File: src/rtl/mem_access_router_pkg.sv
// Shared types for the memory access router: access widths, FSM states and mcause codes.
package mem_pkg;

  typedef enum logic [1:0] {
    W_BYTE = 2'b00,
    W_HALF = 2'b01,
    W_WORD = 2'b10
  } width_e;

  typedef enum logic [2:0] {
    S_IDLE,
    S_CHECK,
    S_DECIDE,
    S_C_REQ,
    S_C_WAIT,
    S_U_REQ,
    S_U_WAIT,
    S_RESP
  } router_state_e;

  localparam logic [3:0] CAUSE_LD_MISALIGN = 4'd4;
  localparam logic [3:0] CAUSE_LD_FAULT    = 4'd5;
  localparam logic [3:0] CAUSE_ST_MISALIGN = 4'd6;
  localparam logic [3:0] CAUSE_ST_FAULT    = 4'd7;

  // Reserved width 2'b11 counts as misaligned so it can never reach memory.
  function automatic logic is_misaligned(input logic [1:0] width, input logic [1:0] lsb);
    logic mis;
    case (width_e'(width))
      W_BYTE:  mis = 1'b0;
      W_HALF:  mis = lsb[0];
      W_WORD:  mis = |lsb;
      default: mis = 1'b1;
    endcase
    return mis;
  endfunction

endpackage

File: src/rtl/mem_access_router_if.sv
// Bundle of the router's LSU, PMA-checker and downstream memory handshakes.
// master = router side, slave = LSU / checker / memory side.
interface mem_access_router_if;

  logic        req_valid;
  logic        req_ready;
  logic        req_write;
  logic [1:0]  req_width;
  logic [28:0] req_paddr;
  logic [31:0] req_wdata;

  logic        chk_read;
  logic        chk_write;
  logic [1:0]  chk_width;
  logic [16:0] chk_ppn;
  logic        chk_cacheable;
  logic        chk_error;

  logic [28:0] mem_addr;
  logic        mem_write;
  logic [1:0]  mem_width;
  logic [31:0] mem_wdata;

  logic        cache_valid;
  logic        cache_ready;
  logic        cache_rvalid;
  logic        unc_valid;
  logic        unc_ready;
  logic        unc_rvalid;
  logic [31:0] rdata;

  logic        resp_valid;
  logic        resp_ready;
  logic        resp_fault;
  logic [3:0]  resp_cause;
  logic [31:0] resp_rdata;

  modport master (
    input  req_valid, req_write, req_width, req_paddr, req_wdata,
    output req_ready,
    output chk_read, chk_write, chk_width, chk_ppn,
    input  chk_cacheable, chk_error,
    output mem_addr, mem_write, mem_width, mem_wdata,
    output cache_valid, input cache_ready, cache_rvalid,
    output unc_valid, input unc_ready, unc_rvalid,
    input  rdata,
    output resp_valid, resp_fault, resp_cause, resp_rdata,
    input  resp_ready
  );

  modport slave (
    output req_valid, req_write, req_width, req_paddr, req_wdata,
    input  req_ready,
    input  chk_read, chk_write, chk_width, chk_ppn,
    output chk_cacheable, chk_error,
    input  mem_addr, mem_write, mem_width, mem_wdata,
    input  cache_valid, output cache_ready, cache_rvalid,
    input  unc_valid, output unc_ready, unc_rvalid,
    output rdata,
    input  resp_valid, resp_fault, resp_cause, resp_rdata,
    output resp_ready
  );

endinterface

File: src/rtl/mem_access_router.sv
// Single-outstanding LSU access router: PMA check, then fault or route to cache / uncached port.
// Optional alignment check enabled by defining MEM_ROUTER_MISALIGN_CHECK_EN.
module mem_access_router
  import mem_pkg::*;
#(
  parameter int unsigned UNC_TIMEOUT = 255
) (
  input  logic                 clk_core,
  input  logic                 reset_n,
  mem_access_router_if.master  bus
);

  localparam int TW = (UNC_TIMEOUT < 1) ? 1 : $clog2(UNC_TIMEOUT + 1);

  router_state_e r_state, w_next;

  logic          r_write;
  logic [1:0]    r_width;
  logic [28:0]   r_paddr;
  logic [31:0]   r_wdata;
  logic          r_fault;
  logic [3:0]    r_cause;
  logic [31:0]   r_rdata;
  logic [TW-1:0] r_tmo;

  logic          w_accept;
  logic          w_misalign;
  logic          w_tmo_hit;
  logic          w_set_resp;
  logic          w_fault;
  logic [3:0]    w_cause;
  logic [31:0]   w_rdata;
  logic [31:0]   w_ld_data;

`ifdef MEM_ROUTER_MISALIGN_CHECK_EN
  assign w_misalign = is_misaligned(r_width, r_paddr[1:0]);
`else
  assign w_misalign = 1'b0;
`endif

  assign w_accept  = (r_state == S_IDLE) && bus.req_valid;
  assign w_tmo_hit = (UNC_TIMEOUT != 0) && (r_tmo >= TW'(UNC_TIMEOUT));
  assign w_ld_data = r_write ? 32'd0 : bus.rdata;

  always_comb begin
    w_next     = r_state;
    w_set_resp = 1'b0;
    w_fault    = 1'b0;
    w_cause    = 4'd0;
    w_rdata    = 32'd0;
    case (r_state)
      S_IDLE:   if (bus.req_valid) w_next = S_CHECK;
      S_CHECK: begin
        // Checker still sees this cycle; its result is simply never consumed.
        if (w_misalign) begin
          w_next     = S_RESP;
          w_set_resp = 1'b1;
          w_fault    = 1'b1;
          w_cause    = r_write ? CAUSE_ST_MISALIGN : CAUSE_LD_MISALIGN;
        end else begin
          w_next = S_DECIDE;
        end
      end
      S_DECIDE: begin
        if (bus.chk_error) begin
          w_next     = S_RESP;
          w_set_resp = 1'b1;
          w_fault    = 1'b1;
          w_cause    = r_write ? CAUSE_ST_FAULT : CAUSE_LD_FAULT;
        end else begin
          w_next = bus.chk_cacheable ? S_C_REQ : S_U_REQ;
        end
      end
      S_C_REQ: begin
        if (bus.cache_ready) begin
          if (bus.cache_rvalid) begin
            w_next     = S_RESP;
            w_set_resp = 1'b1;
            w_rdata    = w_ld_data;
          end else begin
            w_next = S_C_WAIT;
          end
        end
      end
      S_C_WAIT: begin
        if (bus.cache_rvalid) begin
          w_next     = S_RESP;
          w_set_resp = 1'b1;
          w_rdata    = w_ld_data;
        end
      end
      S_U_REQ: begin
        if (bus.unc_ready) begin
          if (bus.unc_rvalid) begin
            w_next     = S_RESP;
            w_set_resp = 1'b1;
            w_rdata    = w_ld_data;
          end else begin
            w_next = S_U_WAIT;
          end
        end
      end
      S_U_WAIT: begin
        // A completion in the timeout cycle still wins over the fault.
        if (bus.unc_rvalid) begin
          w_next     = S_RESP;
          w_set_resp = 1'b1;
          w_rdata    = w_ld_data;
        end else if (w_tmo_hit) begin
          w_next     = S_RESP;
          w_set_resp = 1'b1;
          w_fault    = 1'b1;
          w_cause    = r_write ? CAUSE_ST_FAULT : CAUSE_LD_FAULT;
        end
      end
      S_RESP:   if (bus.resp_ready) w_next = S_IDLE;
      default:  w_next = S_IDLE;
    endcase
  end

  always_ff @(posedge clk_core or negedge reset_n) begin
    if (!reset_n) begin
      r_state <= S_IDLE;
      r_write <= 1'b0;
      r_width <= 2'd0;
      r_paddr <= 29'd0;
      r_wdata <= 32'd0;
      r_fault <= 1'b0;
      r_cause <= 4'd0;
      r_rdata <= 32'd0;
      r_tmo   <= '0;
    end else begin
      r_state <= w_next;
      if (w_accept) begin
        r_write <= bus.req_write;
        r_width <= bus.req_width;
        r_paddr <= bus.req_paddr;
        r_wdata <= bus.req_wdata;
        r_fault <= 1'b0;
        r_cause <= 4'd0;
        r_rdata <= 32'd0;
      end
      if (w_set_resp) begin
        r_fault <= w_fault;
        r_cause <= w_cause;
        r_rdata <= w_rdata;
      end
      // Counter spans U_REQ and U_WAIT; saturates so it cannot wrap past the limit.
      if (r_state == S_DECIDE)
        r_tmo <= '0;
      else if ((r_state == S_U_REQ || r_state == S_U_WAIT) && (r_tmo != '1))
        r_tmo <= r_tmo + 1'b1;
    end
  end

  assign bus.req_ready   = (r_state == S_IDLE);
  assign bus.chk_read    = (r_state == S_CHECK) && !r_write;
  assign bus.chk_write   = (r_state == S_CHECK) &&  r_write;
  assign bus.chk_width   = r_width;
  assign bus.chk_ppn     = r_paddr[28:12];
  assign bus.mem_addr    = r_paddr;
  assign bus.mem_write   = r_write;
  assign bus.mem_width   = r_width;
  assign bus.mem_wdata   = r_wdata;
  assign bus.cache_valid = (r_state == S_C_REQ);
  assign bus.unc_valid   = (r_state == S_U_REQ);
  assign bus.resp_valid  = (r_state == S_RESP);
  assign bus.resp_fault  = r_fault;
  assign bus.resp_cause  = r_cause;
  assign bus.resp_rdata  = r_rdata;

endmodule
File: src/flat_wrapper.sv
// flat-port wrapper written by rule: the top's interface ports become plain ports
module mem_access_router_flat import mem_pkg::*;
#(
  parameter int unsigned UNC_TIMEOUT = 255
)
  (clk_core, reset_n, bus_req_valid, bus_req_write, bus_req_width, bus_req_paddr, bus_req_wdata, bus_req_ready, bus_chk_read, bus_chk_write, bus_chk_width, bus_chk_ppn, bus_chk_cacheable, bus_chk_error, bus_mem_addr, bus_mem_write, bus_mem_width, bus_mem_wdata, bus_cache_valid, bus_cache_ready, bus_cache_rvalid, bus_unc_valid, bus_unc_ready, bus_unc_rvalid, bus_rdata, bus_resp_valid, bus_resp_fault, bus_resp_cause, bus_resp_rdata, bus_resp_ready);
  mem_access_router_if bus_i ();
  input  logic clk_core;
  input  logic reset_n;
  input wire logic [$bits(bus_i.req_valid)-1:0] bus_req_valid;
  input wire logic [$bits(bus_i.req_write)-1:0] bus_req_write;
  input wire logic [$bits(bus_i.req_width)-1:0] bus_req_width;
  input wire logic [$bits(bus_i.req_paddr)-1:0] bus_req_paddr;
  input wire logic [$bits(bus_i.req_wdata)-1:0] bus_req_wdata;
  output wire logic [$bits(bus_i.req_ready)-1:0] bus_req_ready;
  output wire logic [$bits(bus_i.chk_read)-1:0] bus_chk_read;
  output wire logic [$bits(bus_i.chk_write)-1:0] bus_chk_write;
  output wire logic [$bits(bus_i.chk_width)-1:0] bus_chk_width;
  output wire logic [$bits(bus_i.chk_ppn)-1:0] bus_chk_ppn;
  input wire logic [$bits(bus_i.chk_cacheable)-1:0] bus_chk_cacheable;
  input wire logic [$bits(bus_i.chk_error)-1:0] bus_chk_error;
  output wire logic [$bits(bus_i.mem_addr)-1:0] bus_mem_addr;
  output wire logic [$bits(bus_i.mem_write)-1:0] bus_mem_write;
  output wire logic [$bits(bus_i.mem_width)-1:0] bus_mem_width;
  output wire logic [$bits(bus_i.mem_wdata)-1:0] bus_mem_wdata;
  output wire logic [$bits(bus_i.cache_valid)-1:0] bus_cache_valid;
  input wire logic [$bits(bus_i.cache_ready)-1:0] bus_cache_ready;
  input wire logic [$bits(bus_i.cache_rvalid)-1:0] bus_cache_rvalid;
  output wire logic [$bits(bus_i.unc_valid)-1:0] bus_unc_valid;
  input wire logic [$bits(bus_i.unc_ready)-1:0] bus_unc_ready;
  input wire logic [$bits(bus_i.unc_rvalid)-1:0] bus_unc_rvalid;
  input wire logic [$bits(bus_i.rdata)-1:0] bus_rdata;
  output wire logic [$bits(bus_i.resp_valid)-1:0] bus_resp_valid;
  output wire logic [$bits(bus_i.resp_fault)-1:0] bus_resp_fault;
  output wire logic [$bits(bus_i.resp_cause)-1:0] bus_resp_cause;
  output wire logic [$bits(bus_i.resp_rdata)-1:0] bus_resp_rdata;
  input wire logic [$bits(bus_i.resp_ready)-1:0] bus_resp_ready;
  assign bus_i.req_valid = bus_req_valid;
  assign bus_i.req_write = bus_req_write;
  assign bus_i.req_width = bus_req_width;
  assign bus_i.req_paddr = bus_req_paddr;
  assign bus_i.req_wdata = bus_req_wdata;
  assign bus_req_ready = bus_i.req_ready;
  assign bus_chk_read = bus_i.chk_read;
  assign bus_chk_write = bus_i.chk_write;
  assign bus_chk_width = bus_i.chk_width;
  assign bus_chk_ppn = bus_i.chk_ppn;
  assign bus_i.chk_cacheable = bus_chk_cacheable;
  assign bus_i.chk_error = bus_chk_error;
  assign bus_mem_addr = bus_i.mem_addr;
  assign bus_mem_write = bus_i.mem_write;
  assign bus_mem_width = bus_i.mem_width;
  assign bus_mem_wdata = bus_i.mem_wdata;
  assign bus_cache_valid = bus_i.cache_valid;
  assign bus_i.cache_ready = bus_cache_ready;
  assign bus_i.cache_rvalid = bus_cache_rvalid;
  assign bus_unc_valid = bus_i.unc_valid;
  assign bus_i.unc_ready = bus_unc_ready;
  assign bus_i.unc_rvalid = bus_unc_rvalid;
  assign bus_i.rdata = bus_rdata;
  assign bus_resp_valid = bus_i.resp_valid;
  assign bus_resp_fault = bus_i.resp_fault;
  assign bus_resp_cause = bus_i.resp_cause;
  assign bus_resp_rdata = bus_i.resp_rdata;
  assign bus_i.resp_ready = bus_resp_ready;
  mem_access_router #(.UNC_TIMEOUT(UNC_TIMEOUT)) u_core (.clk_core(clk_core), .reset_n(reset_n), .bus(bus_i));
endmodule
File: config.mk
export PLATFORM = sky130hd
export DESIGN_NAME = mem_access_router_flat
export DESIGN_NICKNAME = d
export VERILOG_FILES = /design/src/rtl/mem_access_router_pkg.sv /design/src/rtl/mem_access_router_if.sv /design/src/rtl/mem_access_router.sv /design/src/flat_wrapper.sv
export SDC_FILE = /design/constraint.sdc
export NUM_CORES = 1
export LEC_CHECK = 0
export BUFFER_PORTS_ARGS = -buffer_cell sky130_fd_sc_hd__clkbuf_2
export CAP_MARGIN = 40
export CORE_UTILIZATION = 25
export DETAILED_ROUTE_END_ITERATION = 6
export PLACE_DENSITY = 0.58
export SYNTH_ARGS = -nofsm -noshare
export SYNTH_HDL_FRONTEND = slang
export SYNTH_SLANG_ARGS = --single-unit
export TNS_END_PERCENT = 30
File: constraint.sdc
create_clock -name clk_core -period 2.25 [get_ports clk_core]
set_input_delay 0.1125 -clock clk_core [delete_from_list [all_inputs] [get_ports clk_core]]
set_output_delay 0.1125 -clock clk_core [all_outputs]
set_load 0.01 [all_outputs]
**Word-level counts from Yosys, hierarchy flattened**

Cells that the tools add are included.
Widths: inputs -> output; s select.

- Add/sub/neg operators: 1
- Equality and inequality tests: 14
- Mux-type cells: 41
- Order comparisons: 1
- Reduce and logical (&&, ||, !) cells: 10

Operator list:

| cell | count |
|---|---|
| $mux 32 | 7 |
| $pmux 32 s4 | 1 |
| $mux 3 | 9 |
| $pmux 3 s8 | 1 |
| $mux 4 | 5 |
| $mux 8 | 2 |
| $eq 3x3->1 const B | 4 |
| $mux 1 | 11 |
| $add 8x1->8 const B | 1 |
| $ge 8x8->1 const B | 1 |
| $ne 8x8->1 const B | 1 |
| $pmux 4 s2 | 1 |
| $eq 3x2->1 const B | 2 |
| $ne 2x1->1 const B | 3 |
| $reduce_and 6->1 | 1 |
| $pmux 1 s5 | 1 |
| $logic_and 1x1->1 | 4 |
| $mux 2 | 2 |
| $ne 2x2->1 const B | 2 |
| $reduce_bool 2->1 | 2 |
| $eq 3x1->1 const B | 1 |
| $logic_not 3->1 | 1 |
| $ne 3x2->1 const B | 1 |
| $pmux 1 s2 | 1 |
| 2 further kinds | 2 |

- Register bits after elaboration: 112
- Logic and storage cells: 76

**Longest topological paths before layout**

- Depth after elaboration: 5
- Depth in mapped cells: 8

**Least setup slack after synthesis**

OpenSTA, ideal clock, no wires.

- Path kind: flip-flop to flip-flop
- Start point: register u_core.r_state[2]
- End point: register u_core.r_width[0] (netlist: u_core.bus.chk_width[0])
- Arrival: 1.794 ns
- Cell stages (with the launch flop): 7
- Buffers on the path: 3
- Path slack: 0.331 ns
- Period minus slack after synthesis: 1.919 ns
- Data required time: 2.125 ns
- Path through: dfrtp_1 -> buf_2 -> nor3_1 -> and2_1 -> buf_4 -> buf_6 -> mux2_2

- Longest elaborated chain between the ends: 2

RTL lines:

| what | RTL line | text |
|---|---|---|
| start, declared | mem_access_router.sv:15 | `router_state_e r_state, w_next;` |
| start signal, assigned | mem_access_router.sv:133 | `r_state <= w_next;` |
| $logic_not 3->1 | - |  |
| net bus_req_ready | flat_wrapper.sv:15 | `output wire logic [$bits(bus_i.req_ready)-1:0] bus_req_ready;` |
| $logic_and 1x1->1 | mem_access_router.sv:41 | `assign w_accept = (r_state == S_IDLE) && bus.req_valid;` |
| end signal, assigned | mem_access_router.sv:136 | `r_width <= bus.req_width;` |
| end, declared | mem_access_router.sv:18 | `logic [1:0] r_width;` |

The timed path passes the listed nets, and every way through them passes these cells.
A chain may end at the register's enable or synchronous reset.

**Worst setup path in the final report**

- Start point: register u_core.r_tmo[0]
- End point: register u_core.r_rdata[19] (netlist: u_core.bus.resp_rdata[19])

- Longest elaborated chain between the ends: 5
- Elaborated cells on any way between the ends: 6
- Classes of those cells: 1 x order compare; 4 x mux; 1 x reduce/logical

RTL lines:

| what | RTL line | text |
|---|---|---|
| start, declared | mem_access_router.sv:24 | `logic [TW-1:0] r_tmo;` |
| start signal, assigned | mem_access_router.sv:152 | `r_tmo <= r_tmo + 1'b1;` |
| $ge 8x8->1 (*) | mem_access_router.sv:42 | `assign w_tmo_hit = (UNC_TIMEOUT != 0) && (r_tmo >= TW'(UNC_TIMEOUT));` |
| $mux 1 (*) | mem_access_router.sv:109 | `end else if (w_tmo_hit) begin` |
| $mux 1 (*) | mem_access_router.sv:105 | `if (bus.unc_rvalid) begin` |
| $pmux 1 s5 (*) | mem_access_router.sv:51 | `case (r_state)` |
| $mux 32 / $reduce_bool 2->1 (equally long branches) | - |  |
| end signal, assigned | mem_access_router.sv:146 | `r_rdata <= w_rdata;` |
| end, declared | mem_access_router.sv:23 | `logic [31:0] r_rdata;` |

Every way passes the cells marked *; elsewhere a longest branch is shown, timed or not.

==> flow_metrics.env <==
export IMPL_grt_setup_unrepaired="no"
export IMPL_setup_tns_ns=0
export IMPL_synth_compound_area_frac=0.0697
export IMPL_holdPathEnd="u_core.bus.resp_rdata[31]"
export IMPL_worstSkewPairLatency_ns=0.35
export IMPL_maxCapViolCount=0
export IMPL_yosys_area_top_type="dfrtp_1"
export IMPL_clockPowerShare=0.192
export IMPL_syn_area_per_cell_um2=12.1
export IMPL_setup_viol_count_final=0
export IMPL_rows=50
export IMPL_rr_startpoint="u_core.r_tmo[0]"
export IMPL_finalHoldViolCount=0
export IMPL_startpoint_type="flip-flop"
export IMPL_drt_first_pass_iters=4
export IMPL_synth_flop_cell="dfrtp_1"
export IMPL_syn2layout_area_growth_pct=52.5
export IMPL_syn_inst=396
export IMPL_cts_setup_buffers=0
export IMPL_vias=3976
export IMPL_synth_top_area_frac=0.569
export IMPL_period_share=0.854
export IMPL_crit_chain="ha_1 -> nand3_1 -> nor2_1 -> a221oi_4 -> buf_12 -> nand3_1 -> o21ai_1"
export IMPL_postLayoutSetupSlackWorst_ns=0.329
export IMPL_p_leak_nw=3.58
export IMPL_cts_tree="done"
export IMPL_grt_usage=0.125
export IMPL_fin_util=0.389
export IMPL_slew_viol_final=0
export IMPL_p_total_w=0.00875
export IMPL_synth_distinct_cells=44
export IMPL_p_seq_frac=0.371
export IMPL_layout_drive_gt1_share=0.474
export IMPL_antenna_found_initial=0
export IMPL_synth_seq_area_share=0.569
export IMPL_layout_nets=802
export IMPL_min_period_ns=1.92
export IMPL_route_antenna_remaining_nets=0
export IMPL_slowest_delay_ns=0.47
export IMPL_whs_path_depth=3
export IMPL_place_ws_ns=0.343
export IMPL_power_internal_w=0.00551
export IMPL_grt_overflow_total=0
export IMPL_syn_area_um2=4790
export IMPL_yosysWarnings=0
export IMPL_root_buffer="clkbuf_16"
export IMPL_hpwl_um=8060
export IMPL_critPathSlowestCell="a221oi_4"
export IMPL_crit_top_cell="nand3_1"
export IMPL_hp_class="in -> reg"
export IMPL_swShare=0.370
export IMPL_crit_cells=7
export IMPL_synth_edf_count=0
export IMPL_crit_family="compound AO/OA/AOI/OAI gates"
export IMPL_drc=0
export IMPL_gp_congestion=0.735
export IMPL_cts_hold_buf=94
export IMPL_maxSlewHeadroom=0.643
export IMPL_fp_dieArea_um2=19700
export IMPL_wire_per_inst_um=13.2
export IMPL_synth_seq_cells=109
export IMPL_critPathRequiredTime_ns=2.52
export IMPL_start_util=0.255
export IMPL_die_h_um=140
export IMPL_fin_skew_ns=0.00581
export IMPL_grt_max_degree=67
export IMPL_worstRegToRegCells=7
export IMPL_synth_xor_area_share=0.0167
export IMPL_hold_path_startpoint="bus_rdata[31]"
export IMPL_totalWireLength_um=12300
export IMPL_first_iter_violations=110
export IMPL_first_global_vias=3999
export IMPL_ys_top_cells_by_area="dfrtp_1 (57%), mux2_2 (15%), buf_4 (3.9%)"
export IMPL_synth_top_family_by_area="multiplexers"
export IMPL_final_common_cell="clkbuf_2"
export IMPL_portBuffers=230
export IMPL_cts_resized=0
export IMPL_async_flop_share=1.00
export IMPL_p_per_area_nw_per_um2=1200
export IMPL_crit_fanout=28
export IMPL_numCtsBuffers=9
export IMPL_ir_worst_vdd_uv=388
export IMPL_crit_buf_inv=1
export IMPL_worstReg2RegEnd="u_core.bus.resp_rdata[19]"
export IMPL_power_net_switching_w=0.00324
export IMPL_cts_clk_slew_worst_paths_ns=0.07
export IMPL_via_per_inst=4.26
export IMPL_worst_pin_slew_ns=0.535
export IMPL_synth_mux_area_frac=0.159
export IMPL_n_antenna_cell=0
export IMPL_die_x_um=140
export IMPL_r2r_slack_ns=0.33
export IMPL_status="finished clean"
export IMPL_cts_buffer_depth=2
export IMPL_cp_data_arrival_time_ns=2.19
export IMPL_dpl_cell_area_um2=6060
export IMPL_yosys_area_share_simple=0.108
export IMPL_maxClockFrequency_mhz=521
export IMPL_cts_sinks=109
export IMPL_cts_max_level=3
export IMPL_pin_count=232
export IMPL_syn_num_nets=503
export IMPL_critPathKind="reg -> reg"
export IMPL_fp_coreArea_um2=18800
export IMPL_p_comb_frac=0.437
export IMPL_yosys_area_share_adder=0.00261
export IMPL_fillCellCount=1790
export IMPL_final_area_um2=7310
export IMPL_mostFrequentLayoutCells="clkbuf_2 (229), dfrtp_1 (109), dlygate4sd3_1 (94)"
export IMPL_endpoint_kind="flip-flop"
export IMPL_grt_pass1_wl_um=19700
==> cells in the mapped netlist (2+ instances only) <==
cell,number
dfrtp_1,109
mux2_2,65
nand2_1,38
nand3_1,37
o21ai_0,26
buf_4,25
nor2_1,11
o21ai_1,11
buf_2,10
buf_6,7
clkbuf_1,6
inv_1,4
xnor2_1,4
a21oi_1,3
mux2i_1,3
nor3_1,3
a31oi_1,2
and3_1,2
nand4_1,2
nor4bb_1,2
or3_1,2
xor2_1,2
==> metrics by stage <==
stage | hold WS [ns] | cells
after floorplan | -0.183 | 396
after global placement | 0.144 | 824
after detailed placement | 0.137 | 824
after CTS | 0.00566 | 933
after global routing | 0.00635 | 933
final | 0.0139 | 933
==> sequential cells by signal, summed over array words and instances, names as in the netlist <==
name                   flops
u_core.bus.mem_wdata      32
u_core.bus.resp_rdata     32
u_core.bus.mem_addr       29
u_core.r_tmo               8
u_core.r_state             3
u_core.bus.chk_width       2
u_core.bus.resp_cause      2
u_core.bus.mem_write       1
==> cell families (layout without fill, tap and decap cells) <==
logic type      Yosys count  count (layout)
buf+inv                  52             355
compound gates           52              52
flops                   109             109
mux                      68              68
xor+xnor                  7               7
fa+ha+maj                 1               1
other cells               1               1
simple gates            106             106
==> worst min-delay path: cells and delay by family <==
kind / cells / cell delay (ns)
simple gates: 1 / 0.04
buf+inv: 1 / 0.08
compound gates: 1 / 0.08
==> worst max path at each step <==
stage                      startpoint                         to  slack [ns]
floorplan           u_core.r_state[2]    u_core.bus.chk_width[0]        0.33
global placement    u_core.r_state[0]   u_core.bus.mem_wdata[24]        0.37
detailed placement    u_core.r_tmo[0]  u_core.bus.resp_rdata[14]        0.34
CTS                   u_core.r_tmo[0]  u_core.bus.resp_rdata[15]        0.34
global route        u_core.r_state[1]  u_core.bus.resp_rdata[19]        0.18
finish                u_core.r_tmo[0]  u_core.bus.resp_rdata[19]        0.33
==> final cells by class <==
type	count	area [um2]	area share
Clock inverter	4	73.8	0.0101
Inverter	4	15.0	0.00206
Sequential cell	109	2730	0.373
Tap cell	234	293	0.0401
Clock buffer	11	233	0.0319
Timing Repair Buffer	336	2230	0.306
Multi-Input combinational cell	235	1730	0.237
==> power groups by stage <==
stage	clock (W)	sequential (W)	combinational (W)
final	0.00168	0.00325	0.00382
after global routing	0.00184	0.00336	0.00418
after CTS	0.00175	0.00324	0.00385
after detailed placement	0	0.00327	0.00372
after global placement	0	0.00325	0.00368
after floorplan	0	0.00353	0.00219
==> per-layer routing <==
| layer | part of all wire | GRT usage | vias up |
|---|---|---|---|
| li1 | - | - | 1951 |
| met1 | 0.42 | 0.145 | 1870 |
| met2 | 0.50 | 0.218 | 142 |
| met3 | 0.065 | 0.0400 | 13 |
| met5 | 0 | 0 | - |
| met4 | 0.014 | 0.0405 | 0 |
Note: power is estimated with default switching activity, not from simulation.
